--- src/rtl/sync_w2r_level_if.sv ---
// rtl/sync_w2r_level_if.sv - write-to-read pointer sync bundle (pointer inputs, level/flag outputs)
interface sync_w2r_level_if #(
  parameter int ADDR_SIZE = 3
);
  logic [ADDR_SIZE:0] write_pointer;
  logic [ADDR_SIZE:0] read_pointer_bin;
  logic [ADDR_SIZE:0] read_to_write_pointer;
  logic [ADDR_SIZE:0] write_pointer_bin;
  logic [ADDR_SIZE:0] fill_level;
  logic               read_empty;
  logic               read_almost_empty;
  logic               write_advance;
  logic               sync_error;

  modport master (
    output write_pointer,
    output read_pointer_bin,
    input  read_to_write_pointer,
    input  write_pointer_bin,
    input  fill_level,
    input  read_empty,
    input  read_almost_empty,
    input  write_advance,
    input  sync_error
  );

  modport slave (
    input  write_pointer,
    input  read_pointer_bin,
    output read_to_write_pointer,
    output write_pointer_bin,
    output fill_level,
    output read_empty,
    output read_almost_empty,
    output write_advance,
    output sync_error
  );
endinterface

--- src/rtl/sync_w2r_level.sv ---
// rtl/sync_w2r_level.sv - gray write pointer sync into read domain with fill level and flags
// Optional pointer-integrity checker built when SYNC_W2R_CHECK_EN is defined.
module sync_w2r_level #(
  parameter int ADDR_SIZE           = 3,
  parameter int SYNC_STAGES         = 2,
  parameter int ALMOST_EMPTY_THRESH = 1
) (
  input  logic             read_clk,
  input  logic             read_reset_n,
  sync_w2r_level_if.slave  bus
);
  localparam int PW = ADDR_SIZE + 1;
  localparam logic [PW-1:0] AE_THRESH = PW'(ALMOST_EMPTY_THRESH);

  if (SYNC_STAGES < 2 || SYNC_STAGES > 4) begin : g_bad_stages
    $error("sync_w2r_level: SYNC_STAGES must be in 2..4");
  end

  logic [PW-1:0] sync_stage [SYNC_STAGES];
  logic [PW-1:0] synced_gray;
  logic [PW-1:0] synced_bin;
  logic [PW-1:0] write_pointer_bin_q;
  logic          write_advance_q;
  logic [PW-1:0] fill_level;

  function automatic logic [PW-1:0] gray_to_bin(input logic [PW-1:0] g);
    logic [PW-1:0] b;
    b = '0;
    b[PW-1] = g[PW-1];
    for (int i = PW - 2; i >= 0; i--) begin
      b[i] = b[i+1] ^ g[i];
    end
    return b;
  endfunction

  // Plain flop pipeline: nothing may sit between write_pointer and stage 0.
  always_ff @(posedge read_clk or negedge read_reset_n) begin
    if (!read_reset_n) begin
      for (int i = 0; i < SYNC_STAGES; i++) begin
        sync_stage[i] <= '0;
      end
    end else begin
      sync_stage[0] <= bus.write_pointer;
      for (int i = 1; i < SYNC_STAGES; i++) begin
        sync_stage[i] <= sync_stage[i-1];
      end
    end
  end

  assign synced_gray = sync_stage[SYNC_STAGES-1];
  assign synced_bin  = gray_to_bin(synced_gray);

  always_ff @(posedge read_clk or negedge read_reset_n) begin
    if (!read_reset_n) begin
      write_pointer_bin_q <= '0;
      write_advance_q     <= 1'b0;
    end else begin
      write_pointer_bin_q <= synced_bin;
      write_advance_q     <= (synced_bin != write_pointer_bin_q);
    end
  end

  // Read side is live, write side is delayed: flags err towards empty.
  assign fill_level = write_pointer_bin_q - bus.read_pointer_bin;

  assign bus.read_to_write_pointer = synced_gray;
  assign bus.write_pointer_bin     = write_pointer_bin_q;
  assign bus.fill_level            = fill_level;
  assign bus.read_empty            = (fill_level == '0);
  assign bus.read_almost_empty     = (fill_level <= AE_THRESH);
  assign bus.write_advance         = write_advance_q;

`ifdef SYNC_W2R_CHECK_EN
  localparam logic [PW-1:0] DEPTH = {1'b1, {ADDR_SIZE{1'b0}}};

  logic [PW-1:0] prev_synced_gray;
  logic          sync_error_q;

  // A legal gray pointer moves one bit per update; fill can never exceed depth.
  always_ff @(posedge read_clk or negedge read_reset_n) begin
    if (!read_reset_n) begin
      prev_synced_gray <= '0;
      sync_error_q     <= 1'b0;
    end else begin
      prev_synced_gray <= synced_gray;
      if (($countones(synced_gray ^ prev_synced_gray) > 1) || (fill_level > DEPTH)) begin
        sync_error_q <= 1'b1;
      end
    end
  end

  assign bus.sync_error = sync_error_q;
`else
  assign bus.sync_error = 1'b0;
`endif

endmodule

--- src/flat_wrapper.sv ---
// flat-port wrapper written by rule: the top's interface ports become plain ports
module sync_w2r_level_flat 
#(
  parameter int ADDR_SIZE           = 3,
  parameter int SYNC_STAGES         = 2,
  parameter int ALMOST_EMPTY_THRESH = 1
)
  (read_clk, read_reset_n, bus_write_pointer, bus_read_pointer_bin, bus_read_to_write_pointer, bus_write_pointer_bin, bus_fill_level, bus_read_empty, bus_read_almost_empty, bus_write_advance, bus_sync_error);
  sync_w2r_level_if #(.ADDR_SIZE(ADDR_SIZE)) bus_i ();
  input  logic read_clk;
  input  logic read_reset_n;
  input wire logic [$bits(bus_i.write_pointer)-1:0] bus_write_pointer;
  input wire logic [$bits(bus_i.read_pointer_bin)-1:0] bus_read_pointer_bin;
  output wire logic [$bits(bus_i.read_to_write_pointer)-1:0] bus_read_to_write_pointer;
  output wire logic [$bits(bus_i.write_pointer_bin)-1:0] bus_write_pointer_bin;
  output wire logic [$bits(bus_i.fill_level)-1:0] bus_fill_level;
  output wire logic [$bits(bus_i.read_empty)-1:0] bus_read_empty;
  output wire logic [$bits(bus_i.read_almost_empty)-1:0] bus_read_almost_empty;
  output wire logic [$bits(bus_i.write_advance)-1:0] bus_write_advance;
  output wire logic [$bits(bus_i.sync_error)-1:0] bus_sync_error;
  assign bus_i.write_pointer = bus_write_pointer;
  assign bus_i.read_pointer_bin = bus_read_pointer_bin;
  assign bus_read_to_write_pointer = bus_i.read_to_write_pointer;
  assign bus_write_pointer_bin = bus_i.write_pointer_bin;
  assign bus_fill_level = bus_i.fill_level;
  assign bus_read_empty = bus_i.read_empty;
  assign bus_read_almost_empty = bus_i.read_almost_empty;
  assign bus_write_advance = bus_i.write_advance;
  assign bus_sync_error = bus_i.sync_error;
  sync_w2r_level #(.ADDR_SIZE(ADDR_SIZE), .SYNC_STAGES(SYNC_STAGES), .ALMOST_EMPTY_THRESH(ALMOST_EMPTY_THRESH)) u_core (.read_clk(read_clk), .read_reset_n(read_reset_n), .bus(bus_i));
endmodule
--- config.mk ---
export PLATFORM = sky130hd
export DESIGN_NAME = sync_w2r_level_flat
export DESIGN_NICKNAME = d
export VERILOG_FILES = /design/src/rtl/sync_w2r_level_if.sv /design/src/rtl/sync_w2r_level.sv /design/src/flat_wrapper.sv
export SDC_FILE = /design/constraint.sdc
export NUM_CORES = 1
export LEC_CHECK = 0
export BUFFER_PORTS_ARGS = -buffer_cell sky130_fd_sc_hd__buf_2
export CAP_MARGIN = 25
export CORE_MARGIN = 4
export CORE_UTILIZATION = 40
export DETAILED_ROUTE_END_ITERATION = 16
export GPL_ROUTABILITY_DRIVEN = 0
export PLACE_DENSITY_LB_ADDON = 0.3
export SLEW_MARGIN = 15
export SYNTH_ARGS = -nofsm -noshare
export SYNTH_HDL_FRONTEND = slang
export SYNTH_SLANG_ARGS = --single-unit
--- constraint.sdc ---
create_clock -name read_clk -period 1.5 [get_ports read_clk]
set_input_delay 0.075 -clock read_clk [delete_from_list [all_inputs] [get_ports read_clk]]
set_output_delay 0.075 -clock read_clk [all_outputs]
set_load 0.1 [all_outputs]
Yosys cells after proc, flatten, opt, wreduce, memory -nomap -nowiden
Index checks and enable logic that the tools add are counted.
Widths: inputs -> output; s select.
{"block": "word_totals", "rom_bits": 0, "reg_bits": 13, "latch_bits": 0, "output_inout_bits": 16, "n_memories": 0, "ram_bits": 0, "wordCells": 11}
{"block": "classes", "muxes": 0, "div_mod_pow": 0, "reduce_logical": 1, "shifts": 0, "n_mul": 0, "magnitude_cmp": 1, "eq_ne": 1, "bitwise_logic": 3, "add_sub_neg": 1}
{"operator": "$le 4x1->1 const B", "n": 1}
{"operator": "$logic_not 4->1", "n": 1}
{"operator": "$ne 4x4->1", "n": 1}
{"operator": "$sub 4x4->4", "n": 1}
{"operator": "$xor 1x1->1", "n": 3}

Depth between registers and ports, before layout
Gate-level depths: netlist of the first run.
{"block": "depth", "depth_word": 4, "mapped_depth": 6, "depth_no_buf": 6}

Worst setup path before layout of the first run
No wires, ideal clock.
{"block": "synth_path", "kind": "register to output", "from": "register u_core.write_pointer_bin_q[0], in the netlist u_core.bus.write_pointer_bin[0]", "to": "output bus_read_empty", "t_required_ns": 1.425, "t_arrival_ns": 4.179, "path_slack_ns": -2.754, "path_stages_with_launch": 7, "path_buffers": 0, "path_cell_list": "dfrtp_1 inv_1 ha_1 fa_1 xor2_1 nand2_1 a211oi_1"}
{"block": "synth_via", "elab_chain_len": 2}
{"item": "from (decl)", "line_no": "sync_w2r_level.sv:22", "rtl": "logic [PW-1:0] write_pointer_bin_q;"}
{"item": "from (signal assigned)", "line_no": "sync_w2r_level.sv:58", "rtl": "write_pointer_bin_q <= synced_bin;"}
{"item": "$sub 4x4->4", "line_no": "sync_w2r_level.sv:64", "rtl": "assign fill_level = write_pointer_bin_q - bus.read_pointer_bin;"}
{"item": "$logic_not 4->1", "line_no": "sync_w2r_level.sv:69", "rtl": "assign bus.read_empty = (fill_level == '0);"}
{"item": "to (decl)", "line_no": "flat_wrapper.sv:17", "rtl": "output wire logic [$bits(bus_i.read_empty)-1:0] bus_read_empty;"}
No other way between the ends.

Final worst setup path of the first run
Same ends and word-level chain as after synthesis.

==> results of run 1 <==
routing by layer:
layer	GRT usage	routed length, um	vias up
met3	0.03383	80	0
met4	0.06452	0	0
met1	0.1493	479	250
met5	0	0	-
li1	-	-	241
met2	0.2480	777	16
Yosys cell counts:
cell type | number | area share
a211oi_1 | 2 | 0.024
or3b_2 | 1 | 0.014
nand3b_1 | 1 | 0.012
or3_2 | 1 | 0.012
inv_1 | 8 | 0.047
nor2b_1 | 1 | 0.0098
conb_1 | 1 | 0.0059
nand3_1 | 2 | 0.016
a21oi_1 | 2 | 0.016
fa_1 | 1 | 0.031
o21ai_0 | 2 | 0.016
xor2_2 | 1 | 0.026
and2_1 | 1 | 0.0098
a21o_1 | 1 | 0.012
dfrtp_1 | 13 | 0.51
xor3_2 | 1 | 0.039
xor2_1 | 4 | 0.055
ha_1 | 3 | 0.059
buf_4 | 5 | 0.059
xnor2_1 | 1 | 0.014
nand2_1 | 2 | 0.012
cell usage in the layout (no fill, tap or decap), types with 2 or more instances in the layout:
cell and n:
inv_1 4, ha_4 2, dfrtp_1 9, clkbuf_4 3, xor2_1 3, buf_4 9
inv_2 3, dfrtp_4 4, buf_6 2, buf_2 18, buf_12 6, dlygate4sd3_1 5
cells by family after synthesis:
| group | count (synthesis) |
|---|---|
| AO/OA/AOI/OAI | 7 |
| XOR/XNOR | 7 |
| adder cells (fa/ha/maj) | 4 |
| buffers and inverters | 13 |
| flip-flops | 13 |
| other | 1 |
| AND/OR/NAND/NOR | 9 |
layout make-up:
class,instances,area [sq um],share of cell area
timing repair buffer,40,350.3,0.3150
multi-input combinational,28,342.8,0.3082
sequential,13,340.3,0.3060
inverter,8,32.53,0.02925
clock buffer,4,26.28,0.02362
tap,16,20.02,0.01800
state kept, by name, summed over array words and instances, names as in the netlist:
name / cells
u_core.bus.read_to_write_pointer: 4
u_core.bus.write_advance: 1
u_core.bus.write_pointer_bin: 4
u_core.sync_stage: 4
worst reg2reg max path, delay by kind of cell, from the launching register on:
kind	cells	cell delay, ps
xor gates and xnor gates	3	800
DFF	1	360
AOI/OAI and AO/OA	1	90
stage by stage:
step | setup slack [ps] | area [sq um] | hold slack, ps | cells | util
2_1_floorplan | -925.2 | 723.2 | -220.6 | 54 | -
3_3_place_gp | -227.0 | 991.0 | -33.00 | 99 | 0.6578
4_1_cts | -550.4 | 1086 | 221.3 | 109 | 0.7209
3_5_place_dp | -274.2 | 991.0 | -33.82 | 99 | 0.6578
5_1_grt | -602.7 | 1112 | 224.5 | 109 | 0.7384
6_report | -523.9 | 1112 | 203.1 | 109 | 0.7384
final timing paths:
| check | from | end | slack, ps | cells past startpoint |
|---|---|---|---|---|
| worst max-delay path | u_core.bus.write_pointer_bin[0]$_DFF_PN0_ | bus_read_empty | -520 | 6 |
| max in group asynchronous | read_reset_n | u_core.bus.write_pointer_bin[1]$_DFF_PN0_ | 1050 | 2 |
| worst min register to register | u_core.sync_stage[7]$_DFF_PN0_ | u_core.bus.read_to_write_pointer[3]$_DFF_PN0_ | 350 | 0 |
| min in group read_clk | u_core.sync_stage[7]$_DFF_PN0_ | u_core.bus.read_to_write_pointer[3]$_DFF_PN0_ | 350 | 0 |
| worst min-delay path | read_reset_n | u_core.sync_stage[5]$_DFF_PN0_ | 200 | 2 |
| worst max register to register | u_core.bus.read_to_write_pointer[2]$_DFF_PN0_ | u_core.bus.write_advance$_DFF_PN0_ | 140 | 4 |
power by group through the flow:
stage	sequential [mW]	combinational (mW)	clock (mW)
floorplan	0.541	0.554	0
global placement	0.412	0.966	0
detailed placement	0.414	0.978	0
CTS	0.407	1.02	0.212
global route	0.409	1.09	0.238
finish	0.406	1.05	0.212
repair_timing:
item	in CTS	in global routing
setup endpoints to repair	5	6
pin swaps	2	5
gates cloned	0	0
hold buffers	5	0
setup buffers	1	0
gates resized for setup	6	5
endpoints found under the hold margin	17	0
==> impl_metrics.toml, run 1 <==
[sta]
drv_slew = 0
max_freq_ghz = 0.4941
setup_viol_count_final = 5
setup_ws_ps = -523.9
post-route-period-util = 1.349
fin_skew_ps = 6.103
hold_violations = 0
rsz0062_at_grt = "yes"
setup_tns_ps = -2103
fin_crit_ps = 2024

[grt]
grt_start_max_net_pins = 14
grt_overflow = 0
grt_pass1_wl_um = 2090
grt_pass1_vias = 511
antenna_found_initial = 0
grt_usage = 0.1377

[die]
io_pins = 26
die_x_um = 47.86
die_area_sq_um = 2291
die_h_um = 47.86
rows = 14
start_util = 0.4219
core_sq_um = 1506

[routing]
avgViaCountPerCell = 4.651
via_count = 507
antenna_left = 0
drc = 0
wire_per_inst_um = 12.27
drtPass1Iterations = 3
totalWireLength_um = 1337
drt_iter0_drc = 2

[power]
internal_power_mw = 0.8451
power-per-cell-area_nw_per_um2 = 1497
power.switching_mw = 0.8196
p_clk_frac = 0.128
switching_share = 0.4923
combPwrFrac = 0.629
finalPower_mw = 1.665
p_leak_nw = 0.5195
seqPwrFrac = 0.244
vdd_drop_max_mv = 0.9774

[clock_tree]
tritoncts = "yes"
insertion_delay_ps = 270
clkSlewWorstSetupHoldPaths_ps = 80
cts_buffers = 3
clock-sinks = 13
clock-root-buffer = "clkbuf_4"
cts_max_path_buffers = 2
htreeDepth = 1

[synthesis]
yosys.area_share.simple = 0.08465
yosys_warnings = 0
synth_compound_area_frac = 0.06693
synth_top_family_by_area = "XOR/XNOR gates"
muxShareOfSynthArea = 0
synthXorXnorAreaFrac = 0.1339
ys_ff_latch = 13
synthAdderAreaFrac = 0.09055
syn-num-nets = 68
syn_area_sq_um = 635.6
synth_cell_types = 21
synth_cells = 54
avgSynthCellArea_sq_um = 11.77
yosysSeqAreaShare = 0.5118

[critical_path]
cpPeakStageDelay_ps = 570
path_cells = "inv_2 > ha_4 > fa_2 > nand2_4 > a211oi_4 > buf_12"
crit_slowest_cell = "fa_2"
path_class = "register to output pin"
cp_max_fo = 2
crit_path_start_kind = "register"
arrival_ps = 1950
worstPathRequired_ps = 1420
path_buf_inv = 2
worstSetupEndpointType = "output pin"
path_delay_family = "adder cells"

[outcome]
violations = "negative setup slack"
status = "finished with violations"

[placed_design]
place_hpwl_um = 1038
numPortBuffers = 24

[job]
max-cap-violations = 0

[final_layout]
final_nets = 108
diodes = 0
fillers = 109
drive_gt1_frac = 0.6559
syn_to_final_growth_pct = 75.00

[hold_path]
hold_class = "input pin to async pin"
Note: power is estimated with default switching activity, not from simulation.
==> inputs of run 2 (changes only) <==
RECOVER_POWER = 50   (was not set)
==> run 2 against run 1 <==
Compared with the run above: the flow still finishes with violations (negative setup slack); non-clock buffer count unchanged; first-iteration DRC count did not move; clock-buffer cell count unchanged; clock skew is the same; cell count unchanged; worst setup slack did not move; sequential power about the same; maximum frequency is the same; via count did not move.
==> impl_metrics.toml, run 2 (synthesis results as in run 1) <==
[outcome]
status = "finished with violations"
violations = "negative setup slack"

[clock_tree]
clock-root-buffer = "clkbuf_4"
cts_buffers = 3
insertion_delay_ps = 270
htreeDepth = 1
tritoncts = "yes"
clock-sinks = 13
cts_max_path_buffers = 2
clkSlewWorstSetupHoldPaths_ps = 80

[critical_path]
r2r_cells = 4
path_cells = "inv_2 > ha_4 > fa_2 > nand2_4 > a211oi_4 > buf_12"
r2r_start = "u_core.bus.read_to_write_pointer[2]$_DFF_PN0_"
cp-endpoint = "bus_read_empty"
crit_slowest_cell = "fa_2"
regToRegSetupSlack_ps = 140
arrival_ps = 1950
cp_max_fo = 2
r2r-end = "u_core.bus.write_advance$_DFF_PN0_"
path_class = "register to output pin"
worstSetupEndpointType = "output pin"
crit_start = "u_core.bus.write_pointer_bin[0]$_DFF_PN0_"
crit_path_start_kind = "register"
cpPeakStageDelay_ps = 570
worstPathRequired_ps = 1420

[grt]
antenna_found_initial = 0
grt_start_max_net_pins = 14
grt_pass1_vias = 511
grt_usage = 0.1377
grt_pass1_wl_um = 2090
grt_overflow = 0

[final_layout]
fillers = 110
drive_gt1_frac = 0.6452
final_cell_mix = "17 x buf_2, 9 x buf_4, 9 x dfrtp_1"
multiInputGateArea_sq_um = 342.8
final-seq-area_sq_um = 340.3
final_nets = 108
diodes = 0
fin_util = 0.7375
syn_to_final_growth_pct = 74.80
final_common_cell = "buf_2"

[sta]
fin_crit_ps = 2024
relSlewSlack = 0.5498
setup_ws_ps = -523.9
fin_skew_ps = 6.103
setup_viol_count_final = 5
worst_pin_slew_ps = 675.3
hold_violations = 0
rsz0062_at_grt = "yes"
max_freq_ghz = 0.4941
post-route-period-util = 1.349
setup_tns_ps = -2103
drv_slew = 0

[routing]
drt_iter0_drc = 2
wire_per_inst_um = 12.27
drtPass1Iterations = 3
totalWireLength_um = 1337
drc = 0
via_count = 507
avgViaCountPerCell = 4.651
antenna_left = 0

[placed_design]
dp_slack_ps = -274.2
place_hpwl_um = 1038
numPortBuffers = 24

[power]
power.switching_mw = 0.8196
internal_power_mw = 0.8447
p_leak_nw = 0.5167
vdd_drop_max_mv = 0.9774
seqPwrFrac = 0.244
p_clk_frac = 0.128
combPwrFrac = 0.628
power-per-cell-area_nw_per_um2 = 1498
switching_share = 0.4925

[die]
rows = 14
start_util = 0.4219
die_h_um = 47.86
die_x_um = 47.86
die_area_sq_um = 2291
io_pins = 26
core_sq_um = 1506

[hold_path]
hold_class = "input pin to async pin"

[job]
max-cap-violations = 0
run 2: cell types whose count changed in the layout (fill, tap and decap cells not counted):
cell / delta
clkbuf_1: +1
buf_2: -1
run 2: area by class of cell:
type	instances	share of cell area
Clock buffer	4	0.02365
Timing Repair Buffer	40	0.3142
Sequential cell	13	0.3063
Tap cell	16	0.01802
Inverter	8	0.02928
Multi-Input combinational cell	28	0.3086
run 2: through the flow:
step	total power, mW	area [sq um]	std cells	hold WS (ps)
2_1_floorplan	1.095	723.2	54	-220.6
3_3_place_gp	1.377	991.0	99	-33.00
3_5_place_dp	1.392	991.0	99	-33.82
4_1_cts	1.639	1086	109	221.3
5_1_grt	1.740	1111	109	363.9
6_report	1.664	1111	109	341.6
run 2: power groups by stage:
stage	registers (mW)	logic (mW)	clock network, mW
final	0.406	1.05	0.212
after global routing	0.409	1.09	0.238
after CTS	0.407	1.02	0.212
after detailed placement	0.414	0.978	0
after global placement	0.412	0.966	0
after floorplan	0.541	0.554	0
run 2: layer usage:
metal | up-vias | routed length (um) | track usage
li1 | 241 | - | -
met1 | 250 | 479 | 0.1493
met4 | 0 | 0 | 0.06452
met5 | - | 0 | 0
met3 | 0 | 80 | 0.03383
met2 | 16 | 777 | 0.2480
run 2: worst min-delay path by stage:
stage | start | cells after the start | to | slack (ps)
5_1_grt | u_core.sync_stage[6]$_DFF_PN0_ | 0 | u_core.bus.read_to_write_pointer[2]$_DFF_PN0_ | 360
3_5_place_dp | read_reset_n | 1 | u_core.bus.write_pointer_bin[1]$_DFF_PN0_ | -30
4_1_cts | read_reset_n | 2 | u_core.sync_stage[5]$_DFF_PN0_ | 220
6_report | read_reset_n | 2 | u_core.sync_stage[5]$_DFF_PN0_ | 340
2_1_floorplan | read_reset_n | 0 | u_core.bus.read_to_write_pointer[0]$_DFF_PN0_ | -220
3_3_place_gp | read_reset_n | 1 | u_core.sync_stage[6]$_DFF_PN0_ | -30
run 2: worst max-delay path: cells and delay by family (launching register included):
family | cells | cell delay, ps
buf+inv | 2 | 250
compound gates | 1 | 200
simple gates | 1 | 80
flops | 1 | 420
fa+ha+maj | 2 | 730
run 2: what timing repair did:
action,4_1_cts,5_1_grt
setup endpoints to repair,5,6
pin swaps,2,5
hold buffers,5,0
hold endpoints to repair,17,0
resized for setup,6,5
setup buffers,1,0
